File: src/rtl/muldiv_unit.sv
// muldiv_unit: HI/LO multiply/divide unit with shift-add multiply and restoring divide on magnitudes.
// Define MULDIV_FAST_MUL_EN to replace the iterative multiply with a single-cycle multiplier.
module muldiv_unit #(
  parameter int WIDTH = 32
) (
  input  logic             clk,
  input  logic             rst,
  input  logic             start,
  input  logic [2:0]       MDOp,
  input  logic [WIDTH-1:0] dInA,
  input  logic [WIDTH-1:0] dInB,
  output logic             busy,
  output logic             done,
  output logic [WIDTH-1:0] hi,
  output logic [WIDTH-1:0] lo
);
  localparam int CW = $clog2(WIDTH + 1);
  localparam logic [CW-1:0] LAST_STEP = CW'(WIDTH);
`ifdef MULDIV_FAST_MUL_EN
  localparam bit FAST_MUL = 1'b1;
`else
  localparam bit FAST_MUL = 1'b0;
`endif

  typedef enum logic {IDLE = 1'b0, RUN = 1'b1} state_t;
  state_t state_reg, state_next;

  logic [CW-1:0]        cnt_reg;
  logic                 div_reg, neg_q_reg, neg_r_reg, done_reg;
  logic [WIDTH-1:0]     a_reg, b_reg, hi_reg, lo_reg;
  logic [2*WIDTH-1:0]   acc_reg, acc_next;

  logic                 accept, last_step, a_neg, b_neg;
  logic [WIDTH-1:0]     a_mag, b_mag;
  logic [WIDTH:0]       mul_sum, div_shift;
  logic [WIDTH-1:0]     div_diff;
  logic                 div_ge;
  logic [2*WIDTH-1:0]   prod_mag, prod;
  logic [WIDTH-1:0]     quo, rem, res_hi, res_lo;

  assign accept    = start && (state_reg == IDLE) && !MDOp[2];
  assign last_step = (state_reg == RUN) && (cnt_reg == LAST_STEP);
  assign a_neg     = !MDOp[0] && dInA[WIDTH-1];
  assign b_neg     = !MDOp[0] && dInB[WIDTH-1];
  assign a_mag     = a_neg ? -dInA : dInA;
  assign b_mag     = b_neg ? -dInB : dInB;

  always_ff @(posedge clk or posedge rst) begin
    if (rst) state_reg <= IDLE;
    else     state_reg <= state_next;
  end

  always_comb begin
    state_next = state_reg;
    case (state_reg)
      IDLE:    if (accept) state_next = RUN;
      RUN:     if (cnt_reg == LAST_STEP) state_next = IDLE;
      default: state_next = IDLE;
    endcase
  end

  // acc_reg holds {partial product, multiplier} or {remainder, dividend/quotient}
  always_comb begin
    mul_sum   = {1'b0, acc_reg[2*WIDTH-1:WIDTH]} + ({(WIDTH+1){acc_reg[0]}} & {1'b0, b_reg});
    div_shift = acc_reg[2*WIDTH-1:WIDTH-1];
    div_ge    = div_shift >= {1'b0, b_reg};
    div_diff  = div_shift[WIDTH-1:0] - b_reg;
    if (div_reg) begin
      if (div_ge) acc_next = {div_diff, acc_reg[WIDTH-2:0], 1'b1};
      else        acc_next = {div_shift[WIDTH-1:0], acc_reg[WIDTH-2:0], 1'b0};
    end else begin
      acc_next = {mul_sum, acc_reg[WIDTH-1:1]};
    end
  end

`ifdef MULDIV_FAST_MUL_EN
  assign prod_mag = {{WIDTH{1'b0}}, acc_reg[WIDTH-1:0]} * {{WIDTH{1'b0}}, b_reg};
`else
  assign prod_mag = acc_reg;
`endif

  // Final cycle: restore signs; divide by zero returns all-ones / dividend unchanged
  always_comb begin
    prod = neg_q_reg ? -prod_mag : prod_mag;
    quo  = neg_q_reg ? -acc_reg[WIDTH-1:0] : acc_reg[WIDTH-1:0];
    rem  = neg_r_reg ? -acc_reg[2*WIDTH-1:WIDTH] : acc_reg[2*WIDTH-1:WIDTH];
    if (!div_reg) begin
      {res_hi, res_lo} = prod;
    end else if (b_reg == '0) begin
      res_lo = '1;
      res_hi = a_reg;
    end else begin
      res_lo = quo;
      res_hi = rem;
    end
  end

  always_ff @(posedge clk or posedge rst) begin
    if (rst) begin
      cnt_reg   <= '0;
      div_reg   <= 1'b0;
      neg_q_reg <= 1'b0;
      neg_r_reg <= 1'b0;
      done_reg  <= 1'b0;
      a_reg     <= '0;
      b_reg     <= '0;
      acc_reg   <= '0;
      hi_reg    <= '0;
      lo_reg    <= '0;
    end else begin
      done_reg <= last_step;
      if (accept) begin
        cnt_reg   <= (FAST_MUL && !MDOp[1]) ? LAST_STEP : '0;
        div_reg   <= MDOp[1];
        neg_q_reg <= a_neg ^ b_neg;
        neg_r_reg <= a_neg;
        a_reg     <= dInA;
        b_reg     <= b_mag;
        acc_reg   <= {{WIDTH{1'b0}}, a_mag};
      end else if (state_reg == RUN) begin
        if (last_step) begin
          hi_reg <= res_hi;
          lo_reg <= res_lo;
        end else begin
          acc_reg <= acc_next;
          cnt_reg <= cnt_reg + CW'(1);
        end
      end else if (start && (MDOp[2:1] == 2'b10)) begin
        if (MDOp[0]) lo_reg <= dInA;
        else         hi_reg <= dInA;
      end
    end
  end

  assign busy = (state_reg == RUN);
  assign done = done_reg;
  assign hi   = hi_reg;
  assign lo   = lo_reg;
endmodule

File: config.mk
export PLATFORM = sky130hd
export DESIGN_NAME = muldiv_unit
export DESIGN_NICKNAME = d
export VERILOG_FILES = /design/src/rtl/muldiv_unit.sv
export SDC_FILE = /design/constraint.sdc
export NUM_CORES = 1
export LEC_CHECK = 0
export ABC_AREA = 1
export BUFFER_PORTS_ARGS = -buffer_cell sky130_fd_sc_hd__buf_2
export CAP_MARGIN = 5
export CORE_ASPECT_RATIO = 1.4
export CORE_UTILIZATION = 26
export CTS_CLUSTER_DIAMETER = 120
export DETAILED_ROUTE_END_ITERATION = 6
export HOLD_SLACK_MARGIN = 0.08
export MAX_ROUTING_LAYER = met4
export PLACE_DENSITY = 0.43
export SYNTH_ARGS = -nofsm -noshare
export SYNTH_HDL_FRONTEND = slang
export SYNTH_SLANG_ARGS = --single-unit
File: constraint.sdc
create_clock -name clk -period 16.67 [get_ports clk]
set_clock_uncertainty 0.2 [all_clocks]
set_input_delay 4.1675 -clock clk [delete_from_list [all_inputs] [get_ports clk]]
set_output_delay 4.1675 -clock clk [all_outputs]
set_load 0.1 [all_outputs]
* Word-level counts from Yosys, hierarchy flattened
Index checks and enable logic that the tools add are counted.
** Operators by class
- Add/subtract/negate cells :: 8
- $lt $le $gt $ge :: 1
- Eq/ne operators :: 5
- Muxes and demuxes :: 28
- Bitwise operators :: 4
- Reduce and logical (&&, ||, !) cells :: 15
** Operators with widths (number)
- $mux 32 :: 16
- $mux 64 :: 6
- $neg 32->32 :: 4
- $neg 64->64 :: 1
- $add 32x33->33 :: 1
- $and 33x32->33 :: 1
- $ge 33x32->1 :: 1
- $logic_not 32->1 :: 1
- $sub 32x32->32 :: 1
- $mux 6 :: 3
- $reduce_and 4->1 :: 2
- $add 6x1->6 const B :: 1
- $eq 6x6->1 const B :: 1
- $logic_and 1x1->1 :: 6
- $reduce_bool 2->1 :: 3
- $ne 2x1->1 const B :: 2
- $eq 2x2->1 const B :: 1
- $logic_not 1->1 :: 2
- $mux 1 :: 2
- $ne 2x2->1 const B :: 1
- $not 1->1 :: 2
- $pmux 1 s2 :: 1
- $reduce_and 2->1 :: 1
- $xor 1x1->1 :: 1
** Storage, ports and cells
- Register bits after elaboration :: 203
- Output and inout port bits :: 66
- Logic and storage cells :: 72

* Depth between registers and ports, before layout
- Word-level depth :: 6
- Depth in mapped cells :: 21

* Worst setup path before layout
OpenSTA, ideal clock, no wires.
- Path type :: input to register
- Start :: input dInB[0]
- End :: register b_reg[28]
- Arrival :: 5441 ps
- Slack :: 10898 ps
- Stages :: 10
- Path through :: inv_1 > ha_1 > nand3_1 > inv_1 > nand4_1 > o21ai_0 > nand2_1 > nor3_1 > nand3b_1 > o21ai_0
** Between the ends
- Longest elaborated chain between the ends :: 2
** RTL lines
- from (decl) :: RTL line 11 : input logic [WIDTH-1:0] dInB,
- $neg 32->32 :: RTL line 46 : assign b_mag = b_neg ? -dInB : dInB;
- $mux 32 :: RTL line 46
- to (signal assigned) :: RTL line 118 : b_reg <= b_mag;
- to (decl) :: RTL line 30 : logic [WIDTH-1:0] a_reg, b_reg, hi_reg, lo_reg;
Every way passes these cells.
A chain may end at the register's enable or synchronous reset.

* Worst setup path after layout
- Start :: input MDOp[2]
- End :: register acc_reg[10]
** Between the ends
- Longest elaborated chain between the ends :: 4
** RTL lines
- from (decl) :: RTL line 9 : input logic [2:0] MDOp,
- $logic_not 1->1 * :: RTL line 41 : assign accept = start && (state_reg == IDLE) && !MDOp[2];
- $logic_and 1x1->1 * :: RTL line 41
- $ne 2x2->1 (no source line) / $reduce_bool 2->1 (equally long branches)
- $reduce_and 2->1 (no source line)
- to (signal assigned) :: RTL line 119 : acc_reg <= {{WIDTH{1'b0}}, a_mag};
- to (signal assigned) :: RTL line 125 : acc_reg <= acc_next;
- to (decl) :: RTL line 31 : logic [2*WIDTH-1:0] acc_reg, acc_next;
Mark *: on every way between the ends. The rest lies on a longest branch, timed or not.

==> impl_metrics.json <==
{
  "outcome": "complete, but fails checks",
  "failed_checks": "DRC",
  "design.portCount": 136,
  "synth_area_leaders": "dfrtp_1 26%, nand2_1 20%, nor2_1 9.5%",
  "cts-root-buf": "clkbuf_16",
  "rsz0062_at_grt": "false",
  "mappedNetlistArea_um2": 19500,
  "vias": 21737,
  "postCtsSetupBuffers": 0,
  "drc_errors": 34,
  "die-area_um2": 76100,
  "cp-end-kind": "flop",
  "grt.busiest_layer": "met2",
  "crit_start": "MDOp[2]",
  "whs_ns": 0.279,
  "grt_usage": 0.250,
  "die_w_um": 233,
  "netlist_instances": 3328,
  "synth_top_area_frac": 0.261,
  "ys_types": 57,
  "fin_nets": 3540,
  "cp-start-kind": "input pin",
  "ys_warn_count": 0,
  "grt_pass1_vias": 21579,
  "synth_edf_count": 0,
  "finalSetupTns_ns": 0,
  "setup_violations": 0,
  "layout-drive-gt1-share": 0.0781,
  "required_ns": 16.99,
  "fin_crit_ns": 7.16,
  "wl_mm": 93.4,
  "use_met3": 0.0219,
  "antenna_found_initial": 1,
  "clkSlewWorstSetupHoldPaths_ns": 0.07,
  "critPathMaxStageDelay_ns": 0.64,
  "synthTopCellsByCount": "1055 x nand2_1, 491 x nor2_1, 396 x inv_1, 235 x nand3_1, 211 x a21oi_1",
  "yosysMostFrequentCell": "nand2_1",
  "clk_path_buf_depth": 3,
  "min_path_type": "reg -> reg",
  "async_reset_ff_frac": 1.00,
  "grt_pass1_wl_mm": 138,
  "dr.pass1.iters": 7,
  "nFillCells": 8618,
  "met2_usage": 0.442,
  "max_slew_margin": 0.319,
  "clkSinkCount": 203,
  "clk_latency_ns": 0.59,
  "cts_buffers": 27,
  "detail-route-antenna-nets": 0,
  "synth_top_area_cell": "dfrtp_1",
  "die_h_um": 326,
  "hp-start": "lo[27]$_DFFE_PP0P_",
  "rows": 118,
  "syn_to_final_growth_pct": 12.8,
  "wire_per_inst_um": 21.3,
  "dp_hpwl_mm": 74.7,
  "met1_usage": 0.280,
  "reg2reg_from": "busy$_DFF_PP0_",
  "fin_crit_sh": 0.430,
  "syn-num-nets": 3470,
  "drt_iter0_drc": 1691,
  "ctsResizeCount": 0,
  "largest_reg_flops": 64,
  "hold_buffers": 0,
  "gr-total-overflow": 0,
  "via_per_inst": 4.97,
  "ys_ff_latch": 203,
  "hold_depth": 2,
  "port_buffers": 135,
  "worst_pin_slew_ns": 1.01,
  "hold_violations": 0,
  "ys_seq_area_frac": 0.261,
  "core_area_um2": 74100,
  "maxCapViolations": 0,
  "cp_max_fo": 61,
  "cts_tree": "done",
  "gp_congestion": 0.987,
  "critical_path.slowest_cell": "buf_4",
  "crit_type": "in -> reg",
  "ys.flop_type": "dfrtp_1",
  "start_util": 0.263,
  "cp.arrival_ns": 7.48,
  "r2r_cells": 9,
  "syn_area_per_cell_um2": 5.86,
  "fmax_ghz": 0.140,
  "htree_num_levels": 1,
  "slew_viol_final": 0,
  "cp_cell_sequence": "buf_2 > nor3_4 > buf_4 > buf_4 > inv_2 > nor2_4 > inv_1 > o311ai_1 > o21ai_0 > inv_1",
  "grt_max_degree": 75
}
==> placed cells by master (no fill, tap or decap), types with 4 or more instances in the layout <==
cell type   count
nand2_1      1055
nor3_1         22
o22ai_1         8
o21bai_1       17
xor2_1         55
dfrtp_1       200
a31oi_1        27
inv_2           7
a21oi_1       211
nor2_2         11
a21o_1          4
a22oi_1         5
buf_4          21
buf_2         135
clkbuf_8        4
clkinv_1        4
ha_1           70
nand3b_1       21
a32oi_1         5
nor2_1        489
nor2_4          6
nand2_2        19
or2_2           7
o211ai_1       11
and2_1          4
o21ai_0       203
xnor2_1        14
nor4_1          5
nand4_1        47
clkbuf_16      27
nand3_1       235
clkbuf_1        6
o21ai_1        15
nor3_2          4
clkinvlp_4      5
inv_1         394
==> metrics by stage <==
step | area, um2 | cells | utilization | worst slack, ns
global placement | 21100 | 4329 | 0.284 | 8.94
finish | 22000 | 4378 | 0.297 | 9.51
detailed placement | 21100 | 4329 | 0.284 | 8.91
CTS | 22000 | 4377 | 0.297 | 9.52
global route | 22000 | 4378 | 0.297 | 9.33
floorplan | 19500 | 3328 | - | 6.76
==> cell families after synthesis <==
logic type               synth area share
AND/OR/NAND/NOR                     0.412
flip-flops                          0.261
buffers and inverters               0.104
AO/OA/AOI/OAI                       0.145
adder cells (fa/ha/maj)            0.0470
XOR/XNOR                           0.0310
==> area by class of cell <==
type / instances / area [um2] / share of cell area
Multi-Input combinational cell: 2603 / 12400 / 0.565
Sequential cell: 203 / 5090 / 0.231
Inverter: 407 / 1540 / 0.0701
Tap cell: 960 / 1200 / 0.0546
Timing Repair Buffer: 156 / 833 / 0.0379
Clock buffer: 37 / 753 / 0.0343
Clock inverter: 11 / 150 / 0.00683
Antenna cell: 1 / 2.50 / 0.000114
==> layer usage <==
metal | routed length, um | vias to the layer above
met5 | 0 | -
met4 | 5010 | 0
met3 | 3490 | 161
met2 | 47700 | 541
met1 | 37100 | 10230
li1 | - | 10805
==> worst max-delay path, delay by kind of cell <==
family,cells,cell delay (ns)
buffers and inverters,6,2.07
and+or+nand+nor,2,0.73
AOI/OAI and AO/OA,2,0.48
==> final timing paths <==
check | slack (ns) | to
worst max-delay path | 9.51 | acc_reg[10]$_DFFE_PP0P_
worst min-delay path | 0.28 | lo[27]$_DFFE_PP0P_
worst max register to register | 12.38 | lo[30]$_DFFE_PP0P_
worst min register to register | 0.28 | lo[27]$_DFFE_PP0P_
max in group asynchronous | 11.32 | busy$_DFF_PP0_
min in group asynchronous | 3.44 | lo[3]$_DFFE_PP0P_
Power is not shown: default switching activity piles up to over one toggle a cycle in this logic, so the estimate is an artifact.
